`config.mk`:
```
export PLATFORM = sky130hd
export DESIGN_NAME = multicycle_chunk_adder
export DESIGN_NICKNAME = d
export VERILOG_FILES = /design/src/rtl/multicycle_chunk_adder.sv
export SDC_FILE = /design/constraint.sdc
export NUM_CORES = 1
export LEC_CHECK = 0
export CAP_MARGIN = 20
export CORE_MARGIN = 10
export CORE_UTILIZATION = 35
export CTS_BUF_LIST = sky130_fd_sc_hd__clkbuf_4 sky130_fd_sc_hd__clkbuf_8
export CTS_CLUSTER_SIZE = 14
export DETAILED_ROUTE_END_ITERATION = 6
export GPL_TIMING_DRIVEN = 0
export SLEW_MARGIN = 30
export SYNTH_ARGS = -nofsm -noshare
export SYNTH_HDL_FRONTEND = slang
export SYNTH_SLANG_ARGS = --single-unit
```
`constraint.sdc`:
```
create_clock -name clk -period 3.6 [get_ports clk]
set_clock_uncertainty 0.15 [all_clocks]
set_input_delay 0.54 -clock clk [delete_from_list [all_inputs] [get_ports clk]]
set_output_delay 0.54 -clock clk [all_outputs]
set_load 0.1 [all_outputs]
```
`src/rtl/multicycle_chunk_adder.sv`:
```
// multicycle_chunk_adder: a + b + cin over WIDTH bits, CHUNK bits per clock.
// Define ADDER_OVF_EN to build the signed-overflow output ovf.
module multicycle_chunk_adder #(
   parameter int WIDTH = 8,
   parameter int CHUNK = 4
) (
   input  logic             clk,
   input  logic             rst,
   input  logic             in_valid,
   output logic             in_ready,
   input  logic [WIDTH-1:0] a,
   input  logic [WIDTH-1:0] b,
   input  logic             cin,
   output logic             out_valid,
   input  logic             out_ready,
   output logic [WIDTH-1:0] s,
   output logic             cout
`ifdef ADDER_OVF_EN
   ,
   output logic             ovf
`endif
);

   localparam int NCHUNK = WIDTH / CHUNK;
   localparam int IW = (NCHUNK > 1) ? $clog2(NCHUNK) : 1;

   if (WIDTH < 1 || CHUNK < 1 || (WIDTH % CHUNK) != 0) begin : g_bad_cfg
      $error("multicycle_chunk_adder: WIDTH must be a multiple of CHUNK");
   end

   typedef enum logic [1:0] {IDLE, BUSY, DONE} state_t;

   state_t           state;
   state_t           state_nx;
   logic [WIDTH-1:0] opa;
   logic [WIDTH-1:0] opb;
   logic             carry;
   logic [IW-1:0]    idx;
   logic [CHUNK-1:0] ach;
   logic [CHUNK-1:0] bch;
   logic [CHUNK:0]   csum;
   logic             last;
   logic             accept;

   assign in_ready  = (state == IDLE);
   assign out_valid = (state == DONE);
   assign accept    = (state == IDLE) && in_valid;
   assign last      = (idx == IW'(NCHUNK - 1));

   // Constant-index mux keeps the chunk select free of variable part-selects.
   always_comb begin
      ach = '0;
      bch = '0;
      for (int i = 0; i < NCHUNK; i++) begin
         if (idx == IW'(i)) begin
            ach = opa[i*CHUNK +: CHUNK];
            bch = opb[i*CHUNK +: CHUNK];
         end
      end
      csum = {1'b0, ach} + {1'b0, bch} + {{CHUNK{1'b0}}, carry};
   end

   always_ff @(posedge clk or posedge rst) begin
      if (rst) begin
         state <= IDLE;
      end else begin
         state <= state_nx;
      end
   end

   always_comb begin
      state_nx = state;
      unique case (state)
         IDLE:    if (in_valid)  state_nx = BUSY;
         BUSY:    if (last)      state_nx = DONE;
         DONE:    if (out_ready) state_nx = IDLE;
         default: state_nx = IDLE;
      endcase
   end

   always_ff @(posedge clk or posedge rst) begin
      if (rst) begin
         opa   <= '0;
         opb   <= '0;
         carry <= 1'b0;
         idx   <= '0;
         s     <= '0;
         cout  <= 1'b0;
      end else begin
         if (accept) begin
            opa   <= a;
            opb   <= b;
            carry <= cin;
            idx   <= '0;
         end
         if (state == BUSY) begin
            for (int i = 0; i < NCHUNK; i++) begin
               if (idx == IW'(i)) begin
                  s[i*CHUNK +: CHUNK] <= csum[CHUNK-1:0];
               end
            end
            carry <= csum[CHUNK];
            idx   <= last ? '0 : idx + IW'(1);
            if (last) begin
               cout <= csum[CHUNK];
            end
         end
      end
   end

`ifdef ADDER_OVF_EN
   // The final chunk's top sum bit is the result sign bit.
   always_ff @(posedge clk or posedge rst) begin
      if (rst) begin
         ovf <= 1'b0;
      end else if (state == BUSY && last) begin
         ovf <= (opa[WIDTH-1] == opb[WIDTH-1]) &&
                (csum[CHUNK-1] != opa[WIDTH-1]);
      end
   end
`else
   // ovf is not built in this configuration.
`endif

endmodule

```
==> results of run 1 <==
[path summary, 6_finish.rpt]
| path | start | end | slack (ns) | cells after the start |
|---|---|---|---|---|
| hold reg to reg | opa[6] | opa[6] | 0.33 | 1 |
| max in group asynchronous | rst | s[3] | 2.39 | 2 |
| min in group asynchronous | rst | opb[6] | 0.51 | 2 |
| hold / removal | opa[6] | opa[6] | 0.33 | 1 |
| setup / recovery | state[0] | out_valid | 0.89 | 3 |
| setup reg to reg | idx | carry | 1.08 | 9 |
[state kept, by name, indices dropped and copies added, names as in the netlist]
| name | count |
|---|---|
| s | 8 |
| idx | 1 |
| cout | 1 |
| carry | 1 |
| opa | 8 |
| opb | 8 |
| state | 2 |
[through the flow]
step / instances / utilization, % / hold WS, ns
final: 188 / 48.9 / 0.333
after global routing: 188 / 48.9 / 0.348
after CTS: 188 / 48.9 / 0.338
after detailed placement: 182 / 46.9 / 0.324
after global placement: 182 / 46.9 / 0.318
after floorplan: 103 / - / 0.300
[layout make-up]
cell class	count	area [um2]	share of cell area (%)
multi-input combinational	64	591	32.5
buffer	4	32.5	1.79
sequential	29	726	40.0
clock inverter	1	5.00	0.276
clock buffer	5	68.8	3.79
timing repair buffer	31	310	17.1
inverter	6	22.5	1.24
tap	48	60.1	3.31
[metal layers]
layer	track usage [%]	share of wire, %
met1	9.52	41
met2	16.5	51
met3	4.64	7.2
met4	2.01	1.1
met5	0	0
[kinds of logic (layout without fill, tap and decap cells)]
logic type | Yosys count | in the layout | synth area share [%]
muxes | 28 | 28 | 25.3
DFF | 29 | 29 | 52.9
buffers and inverters | 10 | 47 | 4.01
xor gates and xnor gates | 2 | 2 | 1.28
AOI/OAI and AO/OA | 13 | 13 | 5.11
adders and majority gates | 5 | 5 | 5.66
and+or+nand+nor | 16 | 16 | 5.75
[synth_stat cells]
master,instances,area share [%]
dfrtp_1,29,53
mux2_1,17,14
mux2_4,9,9.9
nand2_1,7,1.9
o21ai_1,7,2.6
inv_1,6,1.6
a21oi_1,3,1.1
ha_1,3,2.7
nand2b_1,3,1.4
a21o_1,2,1.1
buf_2,2,0.73
buf_6,2,1.6
fa_1,2,2.9
mux2i_1,2,1.5
nor2_1,2,0.55
and2_1,1,0.46
nand3b_1,1,0.55
nor2_2,1,0.46
nor2b_1,1,0.46
o21ai_0,1,0.36
xnor2_1,1,0.64
xor2_1,1,0.64
[placed cells by master (no fill, tap or decap), drive strengths merged, types with 2 or more instances in the layout]
master,n
clkbuf,5
mux2,26
mux2i,2
ha,3
nor2,3
nand2,7
a21oi,3
buf,4
nand2b,3
dfrtp,29
clkdlybuf4s50,31
o21ai,8
a21o,2
inv,6
fa,2
==> summary.md, run 1 <==
| Metric | Value |
|---|---|
| Status | `completed` |
| WP data required | `2.91 ns` |
| Largest net degree at the start of global routing | `30` |
| Synth cell types | `22` |
| Number of remaining DRC errors | `0` |
| Worst path slowest cell | `clkdlybuf4s50_1` |
| Critical path, cell by cell | `nand2b_1 -> inv_1 -> clkdlybuf4s50_1` |
| Ratio of cells with drive above 1 in the final layout | `15.0%` |
| Die area | `0.00682 mm2` |
| Nets | `167` |
| Min Tclk post-route | `2.71 ns` |
| HP Class | `reg -> reg` |
| Detailed-route wire length | `2750 um` |
| Final worst slack | `0.894 ns` |
| WL/cell | `14.6 um` |
| GPL Wtd Cong | `0.740` |
| Drt pass-1 iters | `4` |
| Critical path's top delay family | `buffers and inverters` |
| Clk sinks | `29` |
| Post-route ant nets | `0` |
| Cell Area, Placed | `0.00174 mm2` |
| Syn avg cell area | `13.3 um2` |
| Hold Buf Count CTS | `0` |
| Crit path largest cell delay | `1.12 ns` |
| Dpl ws | `1.04 ns` |
| I/O Buffers | `31` |
| Worst setup SP type | `flop` |
| Overflow after GRT | `0` |
| Clock Tree Root | `clkbuf_8` |
| Area delta synth->final | `32.4%` |
| Unrepaired setup endpoints after global routing | `no` |
| Register area share after synthesis | `52.9%` |
| Clock Tree Buf Depth | `2` |
| Clk Latency, worst-skew pair | `0.27 ns` |
| Post-CTS setup buffer count | `0` |
| Total number of vias | `853` |
| Setup total negative slack | `0 ns` |
| Final period util | `75.2%` |
| Dpl hpwl | `2110 um` |
| CTS Buf Count | `5` |
| Final Max Tran Viols | `0` |
| Global-route wire length before repair | `4770 um` |
| Initial antenna violation count | `0` |
| Worst slew pin tran | `0.989 ns` |
| H-tree Lvls | `2` |
| Hold Vio Cnt, Final | `0` |
| CP Max Fanout | `4` |
| Fmax | `370 MHz` |
| Slew Limit Headroom | `33.9%` |
| Synth Instances | `103` |
| Worst Path Buf+Inv | `2` |
| Tot GR Track Use | `9.23%` |
| MaxCap Viol Count | `0` |
| Net Count, Synth | `129` |
| Die W | `82.6 um` |
| Synthesized cell area | `0.00137 mm2` |
| Vias in the first global route | `1,019` |
| #FFs+latches synth | `29` |
| Clk slew on worst S/H paths | `0.06 ns` |
| Fill count | `333` |
| Post-cts gate resize count | `0` |
| Element type at the critical path end | `output pin` |
| Core Footprint | `0.00372 mm2` |
| Vias per inst | `4.54` |
| Synth warnings | `0` |
| Crit path arrival time | `2.02 ns` |
| Vert. Die Dim | `82.6 um` |
| Crit path kind | `reg -> out` |
| CTS tree | `built` |
| Setup Viol. Count Final | `0` |
| Site row count | `22` |
| Starting density of the core | `36.9%` |
| Antenna diode count | `0` |
| I/O pin count | `32` |
| DRT iter0 DRCs | `44` |
| Design Area, Final | `0.00182 mm2` |
Power of run 1 is left out: the tool's default activity adds up to more than one toggle a clock period on the data nets, which glitch-free logic cannot reach.
==> run 2, diff against run 1 <==
==> constraint.sdc (replaced) <==
create_clock -name clk -period 2.2 [get_ports clk]
set_clock_uncertainty 0.15 [all_clocks]
set_input_delay 0.33 -clock clk [delete_from_list [all_inputs] [get_ports clk]]
set_output_delay 0.33 -clock clk [all_outputs]
set_load 0.1 [all_outputs]
==> summary.md, run 2 (same netlist as run 1, synthesis figures left out) <==
| Metric | Value |
|---|---|
| Core Footprint | `0.00372 mm2 (unchanged)` |
| Die area | `0.00682 mm2 (unchanged)` |
| Fill count | `355 (was 333)` |
| GPL Wtd Cong | `0.754 (was 0.740)` |
| Final worst slack | `0.00848 ns (was 0.894 ns)` |
| Crit path kind | `reg -> reg (was reg -> out)` |
| I/O Buffers | `31 (unchanged)` |
| WL/cell | `14.7 um (was 14.6 um)` |
| CTS tree | `built (unchanged)` |
| Clk Latency, worst-skew pair | `0.28 ns (was 0.27 ns)` |
| Unrepaired setup endpoints after global routing | `yes (was no)` |
| I/O pin count | `32 (unchanged)` |
| Ratio of cells with drive above 1 in the final layout | `26.6% (was 15.0%)` |
| Tot GR Track Use | `9.08% (was 9.23%)` |
| H-tree Lvls | `2 (unchanged)` |
| Drt pass-1 iters | `4 (unchanged)` |
| Vert. Die Dim | `82.6 um (unchanged)` |
| Commonest non-fill, non-tap cells in the layout | `29 x dfrtp_1, 20 x clkdlybuf4s50_1, 13 x mux2_4, 13 x mux2_1, 9 x dlygate4sd2_1 (was 31 x clkdlybuf4s50_1, 29 x dfrtp_1, 17 x mux2_1)` |
| Antenna diode count | `0 (unchanged)` |
| Final Max Tran Viols | `0 (unchanged)` |
| Dpl ws | `-0.129 ns (was 1.04 ns)` |
| Element type at the critical path end | `flop (was output pin)` |
| Final period util | `99.6%` |
| Worst setup SP type | `flop (unchanged)` |
| Clk sinks | `29 (unchanged)` |
| Total number of vias | `870 (was 853)` |
| CTS Buf Count | `5 (unchanged)` |
| Post-route ant nets | `0 (unchanged)` |
| Detailed-route wire length | `2810 um (was 2750 um)` |
| Nets | `169 (was 167)` |
| Hold Vio Cnt, Final | `0 (unchanged)` |
| Vias per inst | `4.55 (was 4.54)` |
| Area delta synth->final | `37.5% (was 32.4%)` |
| Min Tclk post-route | `2.19 ns` |
| Number of remaining DRC errors | `0 (unchanged)` |
| Vias in the first global route | `956 (was 1,019)` |
| Clock Tree Root | `clkbuf_8 (unchanged)` |
| Dpl hpwl | `2100 um (was 2110 um)` |
| Largest regs | `opa: 8 flops, opb: 8 flops, s: 8 flops (unchanged)` |
| Initial antenna violation count | `0 (unchanged)` |
| Worst slew pin tran | `0.967 ns (was 0.989 ns)` |
| Overflow after GRT | `0 (unchanged)` |
| Largest net degree at the start of global routing | `30 (unchanged)` |
| CP Max Fanout | `6 (was 4)` |
| MaxCap Viol Count | `0 (unchanged)` |
| DRT iter0 DRCs | `27 (was 44)` |
| Slew Limit Headroom | `35.8% (was 33.9%)` |
| Site row count | `22 (unchanged)` |
| Setup Viol. Count Final | `0 (unchanged)` |
| Clock Tree Buf Depth | `2 (unchanged)` |
| Fmax | `456 MHz` |
| Clk slew on worst S/H paths | `0.06 ns (about the same)` |
| Global-route wire length before repair | `4570 um (was 4770 um)` |
| HP Class | `in -> async (was reg -> reg)` |
| Leading cell type in the layout, fill and taps excluded | `dfrtp_1 (was clkdlybuf4s50_1)` |
| WP data required | `2.22 ns (was 2.91 ns)` |
| Crit path arrival time | `2.21 ns (was 2.02 ns)` |
| Die W | `82.6 um (unchanged)` |
| Starting density of the core | `36.9% (unchanged)` |
| Status | `completed (unchanged)` |
-- run 2: path summary, 6_finish.rpt --
kind,start,end,slack (ns),cells after the start
hold / removal,rst,opa[3],0.28,2
hold reg to reg,cout,cout,0.33,2
setup reg to reg,idx,s[3],0.008,7
setup / recovery,idx,s[3],0.008,7
min in group clk,cout,cout,0.33,2
max in group asynchronous,rst,s[5],1.22,2
-- run 2: cell type report --
cell class | count | area [um2] | share of cell area, %
buffer | 4 | 38.8 | 2.06
clock buffer | 7 | 90.1 | 4.78
inverter | 6 | 22.5 | 1.19
multi-input combinational | 64 | 638 | 33.8
sequential | 29 | 726 | 38.5
tap | 48 | 60.1 | 3.19
timing repair buffer | 33 | 310 | 16.5
-- run 2: timing repair --
| action | in CTS | in global routing |
|---|---|---|
| pin swaps | 7 | 6 |
| resized for setup | 22 | 4 |
| endpoints found under the setup margin | 15 | 7 |
| hold buffers | 0 | 0 |
| buffers inserted | 2 | 0 |
-- run 2: stage by stage --
step | instance area (um2) | cells | utilization, % | setup TNS [ns] | hold slack (ns)
3_3_place_gp | 1760 | 182 | 47.3 | -0.305 | 0.317
2_1_floorplan | 1390 | 103 | - | 0 | 0.258
6_report | 1890 | 191 | 50.7 | 0 | 0.280
3_5_place_dp | 1760 | 182 | 47.3 | -0.549 | 0.325
5_1_grt | 1890 | 191 | 50.7 | -0.354 | 0.336
4_1_cts | 1880 | 191 | 50.5 | 0 | 0.304
-- run 2: per-layer routing --
| layer | routed length [um] | track usage (%) |
|---|---|---|
| met1 | 1290 | 11.0 |
| met3 | 242 | 5.29 |
| met4 | 44 | 3.51 |
| met2 | 1230 | 13.0 |
| met5 | 0 | 0 |
-- run 2: worst max-delay path: stages, from the launching register on --
cell and delay [ns]:
dfrtp_1 0.38, buf_6 0.15, mux2_4 0.31, fa_2 0.37, a21o_1 0.17, a21oi_2 0.19
xnor2_2 0.09, mux2_4 0.28
Power of run 2 is left out for the same reason.
